===== src/rtl/neocore_pkg.sv =====
// neocore_pkg: shared types and constants for the neocore pipeline.
// The writeback queue pulls its default depth, write-port count and entry
// layout from here so that decode and writeback agree on them.
package neocore_pkg;

  // Default writeback queue geometry.
  localparam int WBQ_DEPTH_DEFAULT  = 4;
  localparam int NUM_WB_PORTS       = 2;
  localparam int WBQ_ADDR_W_DEFAULT = 4;
  localparam int WBQ_DATA_W_DEFAULT = 16;

  // One queued writeback: destination register and result value.
  typedef struct packed {
    logic [WBQ_ADDR_W_DEFAULT-1:0] rd;
    logic [WBQ_DATA_W_DEFAULT-1:0] data;
  } wbq_entry_t;

  // Number of set bits in a two-bit enable vector, 0..2.
  function automatic logic [1:0] wbq_pop2(input logic [1:0] en);
    return {en[1] & en[0], en[1] ^ en[0]};
  endfunction

endpackage


===== src/rtl/wbq_pending_tracker.sv =====
// wbq_pending_tracker: builds the per-register pending mask used by decode
// for hazard detection. A bit is set while any valid queue entry targets
// that register. Inputs come straight from the queue's state flops, so the
// mask changes only at clock edges.
module wbq_pending_tracker #(
  parameter int DEPTH  = 4,
  parameter int ADDR_W = 4
) (
  input  logic [DEPTH-1:0]        entry_valid,
  input  logic [DEPTH*ADDR_W-1:0] entry_rd_flat,
  output logic [2**ADDR_W-1:0]    pending_mask
);

  // OR together one-hot(rd) of every valid entry.
  always_comb begin
    pending_mask = '0;
    for (int i = 0; i < DEPTH; i++) begin
      if (entry_valid[i]) begin
        pending_mask[entry_rd_flat[i*ADDR_W +: ADDR_W]] = 1'b1;
      end
    end
  end

endmodule


===== src/rtl/writeback_queue.sv =====
// writeback_queue: ordered result buffer between the two execution lanes and
// the register file write ports. Up to two results enter per cycle (lane 0
// older than lane 1) and up to two retire per cycle, oldest on port 0.
// When both ports target the same register, port 1 carries the younger value
// and the register file lets port 1 win.
//
// Optional feature: define WRITEBACK_QUEUE_BYPASS_EN to let accepted results
// go straight to the write ports in the same cycle while the queue is empty
// and not stalled. Without it there is no input-to-output combinational path.
module writeback_queue
  import neocore_pkg::*;
#(
  parameter int DEPTH  = WBQ_DEPTH_DEFAULT,
  parameter int DATA_W = WBQ_DATA_W_DEFAULT,
  parameter int ADDR_W = WBQ_ADDR_W_DEFAULT
) (
  input  logic                       clk,
  input  logic                       rst_n,

  input  logic                       res_valid_0,
  input  logic [ADDR_W-1:0]          res_rd_0,
  input  logic [DATA_W-1:0]          res_data_0,
  output logic                       res_ready_0,

  input  logic                       res_valid_1,
  input  logic [ADDR_W-1:0]          res_rd_1,
  input  logic [DATA_W-1:0]          res_data_1,
  output logic                       res_ready_1,

  input  logic                       wb_stall,

  output logic                       rd_we_0,
  output logic [ADDR_W-1:0]          rd_addr_0,
  output logic [DATA_W-1:0]          rd_data_0,

  output logic                       rd_we_1,
  output logic [ADDR_W-1:0]          rd_addr_1,
  output logic [DATA_W-1:0]          rd_data_1,

  output logic [2**ADDR_W-1:0]       pending_mask,
  output logic [$clog2(DEPTH+1)-1:0] count
);

  localparam int PW = $clog2(DEPTH);
  localparam int CW = $clog2(DEPTH+1);

  // Highest occupancy at which each lane can still be accepted.
  localparam logic [CW-1:0] READY0_MAX = CW'(DEPTH - 1);
  localparam logic [CW-1:0] READY1_MAX = CW'(DEPTH - 2);

  // Queue state.
  logic [PW-1:0]     head_q;
  logic [PW-1:0]     tail_q;
  logic [CW-1:0]     count_q;
  logic [DEPTH-1:0]  valid_q;
  logic [ADDR_W-1:0] entry_rd_q   [DEPTH];
  logic [DATA_W-1:0] entry_data_q [DEPTH];

  // Handshake, enqueue and retire controls.
  logic                    fire_0;
  logic                    fire_1;
  logic [NUM_WB_PORTS-1:0] enq;
  logic [NUM_WB_PORTS-1:0] ret;
  logic [1:0]              num_acc;
  logic [1:0]              num_ret;
  logic [PW-1:0]           head_p1;
  logic [PW-1:0]           lane1_idx;
  logic [DEPTH*ADDR_W-1:0] entry_rd_flat;

  // Readiness looks only at the registered occupancy, so a lane is never
  // refused or accepted based on what retires in the same cycle.
  assign res_ready_0 = (count_q <= READY0_MAX);
  assign res_ready_1 = (count_q <= READY1_MAX);

  assign fire_0 = res_valid_0 && res_ready_0;
  assign fire_1 = res_valid_1 && res_ready_1;

`ifdef WRITEBACK_QUEUE_BYPASS_EN
  // An empty, unstalled queue forwards accepted results instead of storing them.
  logic bypass;
  assign bypass = (count_q == '0) && !wb_stall;
  assign enq    = {fire_1 && !bypass, fire_0 && !bypass};
`else
  assign enq    = {fire_1, fire_0};
`endif

  // The two oldest entries retire unless the register file is holding.
  assign ret[0] = (count_q >= CW'(1)) && !wb_stall;
  assign ret[1] = (count_q >= CW'(2)) && !wb_stall;

  assign num_acc = wbq_pop2(enq);
  assign num_ret = wbq_pop2(ret);

  // Pointer arithmetic wraps naturally at DEPTH because PW = log2(DEPTH).
  assign head_p1   = head_q + PW'(1);
  assign lane1_idx = enq[0] ? (tail_q + PW'(1)) : tail_q;

  assign count = count_q;

  // Drive the register file write ports from the head entries, zeroing
  // address and data whenever a port is idle.
  always_comb begin
    rd_we_0   = ret[0];
    rd_addr_0 = ret[0] ? entry_rd_q[head_q]    : '0;
    rd_data_0 = ret[0] ? entry_data_q[head_q]  : '0;
    rd_we_1   = ret[1];
    rd_addr_1 = ret[1] ? entry_rd_q[head_p1]   : '0;
    rd_data_1 = ret[1] ? entry_data_q[head_p1] : '0;
`ifdef WRITEBACK_QUEUE_BYPASS_EN
    if (bypass) begin
      rd_we_0   = fire_0 || fire_1;
      rd_addr_0 = fire_0 ? res_rd_0   : (fire_1 ? res_rd_1   : '0);
      rd_data_0 = fire_0 ? res_data_0 : (fire_1 ? res_data_1 : '0);
      rd_we_1   = fire_0 && fire_1;
      rd_addr_1 = (fire_0 && fire_1) ? res_rd_1   : '0;
      rd_data_1 = (fire_0 && fire_1) ? res_data_1 : '0;
    end
`endif
  end

  // Advance pointers and occupancy, retire head entries and store accepted
  // results in program order. Enqueue slots never overlap live entries
  // because acceptance is bounded by the free space, so clears and sets
  // never collide on the same index.
  always_ff @(posedge clk or negedge rst_n) begin
    if (!rst_n) begin
      head_q  <= '0;
      tail_q  <= '0;
      count_q <= '0;
      valid_q <= '0;
      for (int i = 0; i < DEPTH; i++) begin
        entry_rd_q[i]   <= '0;
        entry_data_q[i] <= '0;
      end
    end else begin
      head_q  <= head_q + PW'(num_ret);
      tail_q  <= tail_q + PW'(num_acc);
      count_q <= count_q + CW'(num_acc) - CW'(num_ret);

      if (ret[0]) begin
        valid_q[head_q] <= 1'b0;
      end
      if (ret[1]) begin
        valid_q[head_p1] <= 1'b0;
      end

      if (enq[0]) begin
        valid_q[tail_q]      <= 1'b1;
        entry_rd_q[tail_q]   <= res_rd_0;
        entry_data_q[tail_q] <= res_data_0;
      end
      if (enq[1]) begin
        valid_q[lane1_idx]      <= 1'b1;
        entry_rd_q[lane1_idx]   <= res_rd_1;
        entry_data_q[lane1_idx] <= res_data_1;
      end
    end
  end

  // Flatten the destination fields for the pending tracker.
  always_comb begin
    entry_rd_flat = '0;
    for (int i = 0; i < DEPTH; i++) begin
      entry_rd_flat[i*ADDR_W +: ADDR_W] = entry_rd_q[i];
    end
  end

  wbq_pending_tracker #(
    .DEPTH  (DEPTH),
    .ADDR_W (ADDR_W)
  ) u_pending_tracker (
    .entry_valid   (valid_q),
    .entry_rd_flat (entry_rd_flat),
    .pending_mask  (pending_mask)
  );

endmodule


===== config.mk =====
export PLATFORM = sky130hd
export DESIGN_NAME = writeback_queue
export DESIGN_NICKNAME = d
export VERILOG_FILES = /design/src/rtl/neocore_pkg.sv /design/src/rtl/wbq_pending_tracker.sv /design/src/rtl/writeback_queue.sv
export SDC_FILE = /design/constraint.sdc
export NUM_CORES = 1
export LEC_CHECK = 0
export ABC_AREA = 1
export BUFFER_PORTS_ARGS = -buffer_cell sky130_fd_sc_hd__buf_2
export CORE_ASPECT_RATIO = 2
export CORE_MARGIN = 2
export CORE_UTILIZATION = 32
export CTS_BUF_LIST = sky130_fd_sc_hd__clkbuf_4 sky130_fd_sc_hd__clkbuf_8
export DETAILED_ROUTE_END_ITERATION = 8
export PLACE_DENSITY = 0.55
export SYNTH_ARGS = -nofsm -noshare
export SYNTH_HDL_FRONTEND = slang
export SYNTH_SLANG_ARGS = --single-unit
export TNS_END_PERCENT = 5

===== constraint.sdc =====
create_clock -name clk -period 2.68 [get_ports clk]
set_input_delay 0.536 -clock clk [delete_from_list [all_inputs] [get_ports clk]]
set_output_delay 0.536 -clock clk [all_outputs]
set_load 0.02 [all_outputs]

==> reports/qor.log, run 1 <==
INFO  status         run_status=finished clean
INFO  layout         layout-drive-gt1-share=0.1461
INFO  setup_path     cp.arrival=2050ps
INFO  synthesis      post-synth-top-count-cell=sky130_fd_sc_hd__nand2_1
INFO  route          avgRoutedWirePerCell=18.53um
INFO  cts            cts-hold-fix-buffers=0
INFO  setup_path     crit_required=2140ps
INFO  synthesis      yosys.cell_types.count=24
INFO  cts            clock_tree.buffer_depth=2
INFO  cts            tritoncts=yes
INFO  timing         maxClockFrequency=387.0MHz
INFO  timing         report.final.slew_viol_count=0
INFO  timing         max_slew.worst_pin.slew=586.7ps
INFO  place          place_hpwl=18130um
INFO  pwr            power.density_cell_area=1373mW/mm2
INFO  cts            clk_pin_slew=100ps
INFO  place          port_buffers=107
INFO  synthesis      synth_top_cell_by_area=sky130_fd_sc_hd__dfrtp_1
INFO  setup_path     rrSetupSlack=200ps
INFO  route          total_vias_in_the_final_route=7564
INFO  global_route   grt_util_all_layers=0.2386
INFO  synthesis      postSynth.topFlopCell=sky130_fd_sc_hd__dfrtp_1
INFO  synthesis      ys_warn_count=0
INFO  synthesis      synth_area_in_compound_gates=0.1816
INFO  route          drt_drc_violations_left=0
INFO  global_route   grt_max_degree=84
INFO  synthesis      synthArstFlopShare=1.000
INFO  timing         fin_ws=96.25ps
INFO  pwr            switching_share=0.5582
INFO  synthesis      ys_top_cells_by_area=sky130_fd_sc_hd__dfrtp_1, sky130_fd_sc_hd__nand2_1, sky130_fd_sc_hd__o21ai_0, sky130_fd_sc_hd__a21oi_1, sky130_fd_sc_hd__nand3_1
INFO  setup_path     criticalPathCategory=flip-flop to output port
INFO  die            die_y=210.7um
INFO  cts            worst_skew_pair.late_latency=380ps
INFO  route          detail_route.first_pass.iterations=5
INFO  setup_path     setup.worst_path.end_class=output port
INFO  synthesis      synth_area_per_cell=6.318um2
INFO  layout         fin_util=0.3761
INFO  route          vias_per_cell=5.301
INFO  place          gpl.final_weighted_congestion=0.9101
INFO  min_path       hold_class=primary input to asynchronous set/reset pin
INFO  global_route   wire_length_of_the_first_global_routing_pass=40990um
INFO  synthesis      syn_inst=1082
INFO  synthesis      post_synth_fa_ha_maj_area_fraction=0.03148
INFO  synthesis      post_synth_mux_area_share=0
INFO  timing         setup_violators_final=0
INFO  pwr            power.internal=4797uW
INFO  setup_path     crit_path_cell_trace=inv_2, ha_1, buf_12, o21ai_0, a21oi_1, nor3_1, buf_2
INFO  timing         setup_repair_after_global_routing_missed_its_margin=no
INFO  place          place.detailed.instances=1410
INFO  die            floorplan.die_area=0.02262mm2
INFO  cts            tritoncts_num_sinks=91
INFO  die            dieWidth=107.4um
INFO  setup_path     critical-path-slowest-cell=sky130_fd_sc_hd__dfrtp_2
INFO  cts            clk_root_buffer_cell=sky130_fd_sc_hd__clkbuf_8
INFO  global_route   grt_overflow=0
INFO  run            maxCapViolations=0
INFO  synthesis      postSynthRegisterBits=91
INFO  setup_path     max_stage_delay=410ps
INFO  pwr            design_power_total=10860uW
INFO  route          routed_wl=26440um
INFO  cts            resized_after_cts=1
INFO  route          ant_nets=0
INFO  pwr            worst_voltage_drop_across_the_vdd_grid=0.0006859V
INFO  layout         final_cell_count_no_fill=1427
INFO  synthesis      synth_fp_nets=1143
INFO  timing         final_critical_path_time_including_i_o_delays_and_setup=2584ps
INFO  cts            post_cts.repair.setup_buffers=0
INFO  die            io-pin-count=108
INFO  synthesis      synth_xor_xnor_area_share=0.007687
INFO  timing         timing.slew.headroom=0.6088
INFO  pwr            power_frac_clock=0.095
INFO  synthesis      yosys.area_share.simple=0.3444
INFO  die            fp.coreArea=0.02102mm2
INFO  layout         register_area=0.002281mm2
INFO  route          drt_iter0_drc=507
INFO  layout         multi_input_gate_area=0.003875mm2
INFO  pwr            power_leakage=0.004140uW
INFO  synthesis      dominant_combinational_cell_family_by_area_after_synthesis=simple AND/OR/NAND/NOR gates
INFO  cts            cts.htree.levels=3
INFO  pwr            power.switching=6061uW
INFO  global_route   grt_pass1_vias=7281
INFO  die            row_count=75
INFO  timing         accumulated_negative_setup_slack=0ps
INFO  place          dp_slack=204.9ps
INFO  layout         finish.net_count=1213
INFO  synthesis      synth_top_cell_area_share=0.3331
INFO  timing         hold_viol=0
INFO  synthesis      seq_area_frac_synth=0.3331
INFO  die            floorplan.initialDensity=0.3252
INFO  layout         final_layout_fill_cell_count=2351
INFO  cts            cts_buffers=9
INFO  pwr            combinational_power_share=0.658
INFO  setup_path     cp-start-kind=flip-flop
INFO  global_route   antenna_found_initial=0
INFO  setup_path     worstPathMaxFanout=40
INFO  synthesis      post_synth_instance_area=0.006837mm2
INFO  timing         final_min_period_over_clock_period=0.9641
INFO  synthesis      ys_top_cells_by_count=sky130_fd_sc_hd__nand2_1, sky130_fd_sc_hd__o21ai_0, sky130_fd_sc_hd__inv_1
INFO  pwr            seqPwrFrac=0.246
INFO  synthesis      synth-edff-count=0
INFO  layout         areaGrowthSynthToFinish=15.65%
INFO  timing         fin_worst_skew=10.74ps
## stage by stage
| step | hold slack [ps] | instance area [um2] |
|---|---|---|
| 3_5_place_dp | 464.3 | 7682 |
| 2_1_floorplan | 240.4 | 6843 |
| 3_3_place_gp | 464.3 | 7682 |
| 6_report | 51.88 | 7906 |
| 5_1_grt | 37.19 | 7904 |
| 4_1_cts | 42.00 | 7900 |
## sequential cells by signal, summed over array words and instances (netlist names)
signal	cells
head_q	2
entry_rd_flat	16
tail_q	2
count	3
entry_data_q	64
valid_q	4
## path summary, 6_finish.rpt
check | start | endpoint | depth (start not counted)
setup reg to reg | count[2]$_DFF_PN0_ | count[2]$_DFF_PN0_ | 11
min in group clk | res_data_1[5] | entry_data_q[37]$_DFF_PN0_ | 3
setup / recovery | head_q[0]$_DFF_PN0_ | rd_data_1[0] | 7
hold reg to reg | count[2]$_DFF_PN0_ | count[2]$_DFF_PN0_ | 1
hold / removal | rst_n | entry_data_q[43]$_DFF_PN0_ | 1
max in group asynchronous | rst_n | head_q[0]$_DFF_PN0_ | 2
## cell usage in the layout, fill, tap and decap left out, types with 43 or more instances in the layout
cell / Yosys / final
sky130_fd_sc_hd__nor2_1: 57 / 56
sky130_fd_sc_hd__o21ai_0: 101 / 101
sky130_fd_sc_hd__inv_1: 97 / 95
sky130_fd_sc_hd__nand2_1: 351 / 351
sky130_fd_sc_hd__buf_2: 28 / 106
sky130_fd_sc_hd__dfrtp_1: 91 / 88
sky130_fd_sc_hd__nand4_1: 43 / 43
sky130_fd_sc_hd__nand3_1: 81 / 81
sky130_fd_sc_hd__a21oi_1: 86 / 85
## worst max-delay path: cells and delay by family (launching register included)
family,cells,cell delay [ps]
and+or+nand+nor,1,80
adders and majority gates,1,320
DFF,1,410
AOI/OAI and AO/OA,2,370
buffers and inverters,3,470
## cell families after synthesis
group | Yosys count
simple gates | 559
xor+xnor | 6
fa+ha+maj | 16
compound gates | 234
buf+inv | 176
flops | 91
## layout make-up
class                      count  area share
tap                          269     0.04257
inverter                     100     0.04748
antenna                        1   0.0003165
clock inverter                 4    0.006014
timing repair buffer         135      0.1041
multi-input combinational    815      0.4901
sequential                    91      0.2885
clock buffer                  12     0.02089
## routing by layer
metal  vias up  track usage  routed length [um]
met2       286       0.4265               13840
li1       3685            -                   -
met4         0       0.1561                1727
met1      3505       0.2618                9658
met5         -            0                   0
met3        88      0.02592                1205
## power by group through the flow
| stage | registers, uW | clock network [uW] | logic, uW |
|---|---|---|---|
| after floorplan | 2490 | 0 | 4930 |
| after global placement | 2690 | 0 | 7110 |
| after detailed placement | 2700 | 0 | 7110 |
| after CTS | 2670 | 1060 | 7160 |
| after global routing | 2760 | 1120 | 7940 |
| final | 2680 | 1030 | 7150 |
No activity file was read; power rests on OpenSTA's default activity.
==> run 2: changes to the inputs <==
--- a/config.mk
+++ b/config.mk
@@ -9,10 +9,10 @@
 export BUFFER_PORTS_ARGS = -buffer_cell sky130_fd_sc_hd__buf_2
 export CORE_ASPECT_RATIO = 2
 export CORE_MARGIN = 2
-export CORE_UTILIZATION = 32
+export CORE_UTILIZATION = 42
 export CTS_BUF_LIST = sky130_fd_sc_hd__clkbuf_4 sky130_fd_sc_hd__clkbuf_8
 export DETAILED_ROUTE_END_ITERATION = 8
-export PLACE_DENSITY = 0.55
+export PLACE_DENSITY = 0.65
 export SYNTH_ARGS = -nofsm -noshare
 export SYNTH_HDL_FRONTEND = slang
 export SYNTH_SLANG_ARGS = --single-unit
==> constraint.sdc (replaced) <==
create_clock -name clk -period 2.85 [get_ports clk]
set_input_delay 0.57 -clock clk [delete_from_list [all_inputs] [get_ports clk]]
set_output_delay 0.57 -clock clk [all_outputs]
set_load 0.02 [all_outputs]
==> run 2 against run 1 <==
Design area fell by 1.4%. Combinational power fell by 9.7%. Sequential power fell by 7.8%. Largest cell class unchanged. Power fell by 9.9%. Critical path type unchanged. Largest power group unchanged. Via count fell by 2.4%.
==> reports/qor.log, run 2 (synthesis results as in run 1) <==
INFO  status         run_status=finished clean
INFO  layout         areaGrowthSynthToFinish=14.02%
INFO  timing         setup_violators_final=0
INFO  pwr            power.switching=5436uW
INFO  cts            clock_tree.buffer_depth=2
INFO  timing         setup_repair_after_global_routing_missed_its_margin=no
INFO  timing         timing.slew.headroom=0.5900
INFO  timing         fin_worst_skew=13.51ps
INFO  die            io-pin-count=108
INFO  global_route   grt_pass1_vias=6772
INFO  timing         max_slew.worst_pin.slew=613.5ps
INFO  cts            resized_after_cts=0
INFO  setup_path     cp.arrival=1990ps
INFO  route          routed_wl=22740um
INFO  pwr            power_frac_clock=0.087
INFO  timing         hold_viol=0
INFO  route          total_vias_in_the_final_route=7382
INFO  setup_path     cp-start-kind=flip-flop
INFO  die            fp.coreArea=0.01610mm2
INFO  die            dieWidth=94.22um
INFO  run            maxCapViolations=0
INFO  layout         largest_register_ffs=64
INFO  route          drt_iter0_drc=531
INFO  die            row_count=66
INFO  place          port_buffers=107
INFO  timing         final_critical_path_time_including_i_o_delays_and_setup=2564ps
INFO  route          avgRoutedWirePerCell=16.63um
INFO  route          drt_drc_violations_left=0
INFO  timing         maxClockFrequency=390.1MHz
INFO  cts            cts_buffers=9
INFO  setup_path     worstPathMaxFanout=20
INFO  timing         report.final.slew_viol_count=0
INFO  pwr            seqPwrFrac=0.253
INFO  cts            worst_skew_pair.late_latency=380ps
INFO  global_route   grt_util_all_layers=0.2670
INFO  global_route   wire_length_of_the_first_global_routing_pass=36300um
INFO  layout         top_library_cells_by_usage_in_the_layout_fill_and_taps_aside=sky130_fd_sc_hd__nand2_1, sky130_fd_sc_hd__buf_2, sky130_fd_sc_hd__o21ai_0
INFO  layout         finish.net_count=1219
INFO  layout         fin_util=0.4841
INFO  setup_path     crit_required=2280ps
INFO  layout         num_antenna_cells=0
INFO  timing         final_min_period_over_clock_period=0.8995
INFO  pwr            power.density_cell_area=1255mW/mm2
INFO  global_route   grt_max_degree=82
INFO  place          dp_slack=257.4ps
INFO  place          place_hpwl=15450um
INFO  global_route   grt_overflow=0
INFO  cts            cts-hold-fix-buffers=0
INFO  setup_path     setup.worst_path.end_class=output port
INFO  die            floorplan.die_area=0.01738mm2
INFO  layout         mostFrequentLayoutCell=sky130_fd_sc_hd__nand2_1
INFO  pwr            switching_share=0.5556
INFO  layout         layout-drive-gt1-share=0.1453
INFO  cts            tritoncts_num_sinks=91
INFO  setup_path     criticalPathCategory=flip-flop to output port
INFO  pwr            power_leakage=0.004147uW
INFO  cts            clk_root_buffer_cell=sky130_fd_sc_hd__clkbuf_8
INFO  die            die_y=184.4um
INFO  die            floorplan.initialDensity=0.4246
INFO  cts            post_cts.repair.setup_buffers=0
INFO  setup_path     reg_to_reg_end=count[2]$_DFF_PN0_
INFO  timing         fin_ws=286.4ps
INFO  route          vias_per_cell=5.400
INFO  place          dpl_cell_area=0.007616mm2
INFO  global_route   antenna_found_initial=0
INFO  pwr            combinational_power_share=0.661
INFO  layout         final_cell_area=0.007795mm2
INFO  cts            cts.htree.levels=3
INFO  cts            tritoncts=yes
INFO  place          gpl.final_weighted_congestion=0.9108
INFO  layout         max_flop_register=entry_data_q
INFO  setup_path     crit-reg2reg-launch=count[1]$_DFF_PN0_
INFO  setup_path     rrSetupSlack=300ps
INFO  setup_path     reg2reg_depth=10
INFO  pwr            power.internal=4348uW
INFO  timing         hold-worst-slack=192.3ps
INFO  pwr            worst_voltage_drop_across_the_vdd_grid=0.001423V
INFO  timing         accumulated_negative_setup_slack=0ps
INFO  min_path       hold_class=primary input to asynchronous set/reset pin
INFO  route          detail_route.first_pass.iterations=7
INFO  cts            clk_pin_slew=110ps
INFO  route          ant_nets=0
-- run 2: worst max path at each step --
| stage | from | end | slack, ps | depth (start not counted) |
|---|---|---|---|---|
| after CTS | count[1]$_DFF_PN0_ | rd_data_1[3] | 250 | 6 |
| after detailed placement | wb_stall | count[2]$_DFF_PN0_ | 260 | 10 |
| after global placement | wb_stall | count[2]$_DFF_PN0_ | 320 | 10 |
| after global routing | count[1]$_DFF_PN0_ | count[2]$_DFF_PN0_ | 100 | 10 |
| after floorplan | count[2]$_DFF_PN0_ | count[2]$_DFF_PN0_ | 10 | 11 |
| final | head_q[0]$_DFF_PN0_ | rd_data_1[9] | 290 | 6 |
-- run 2: metrics by stage --
step           instances  total power (uW)
3_3_place_gp        1351              8766
5_1_grt             1367             10740
3_5_place_dp        1351              8887
6_report            1367              9784
4_1_cts             1367              9761
2_1_floorplan       1082              6967
-- run 2: area by class of cell --
type | count | area (um2)
clock inverters | 6 | 47.55
clock buffers | 10 | 131.4
multi-input cells | 815 | 3864
flip-flops and latches | 91 | 2278
repair buffers | 141 | 843.3
well taps | 204 | 255.2
inverters | 100 | 375.4
fillers | 1722 | 8308
-- run 2: critical path, stage by stage (launching register included) --
cell,delay [ps]
sky130_fd_sc_hd__dfrtp_2,400
sky130_fd_sc_hd__inv_2,60
sky130_fd_sc_hd__ha_1,310
sky130_fd_sc_hd__buf_4,280
sky130_fd_sc_hd__a21oi_1,100
sky130_fd_sc_hd__nor3_1,250
sky130_fd_sc_hd__buf_2,210
-- run 2: power by group through the flow --
stage / clock (uW) / sequential (uW) / combinational [uW]
detailed placement: 0 / 2480 / 6410
CTS: 871 / 2450 / 6440
global placement: 0 / 2460 / 6310
finish: 849 / 2470 / 6460
global route: 920 / 2550 / 7270
floorplan: 0 / 2330 / 4630
-- run 2: routing by layer --
metal	vias to the layer above	wire [um]	GRT usage
li1	3703	-	-
met1	3379	9708	0.3652
met2	276	11120	0.4429
met3	24	1567	0.04047
met4	0	342	0.06319
met5	-	0	0
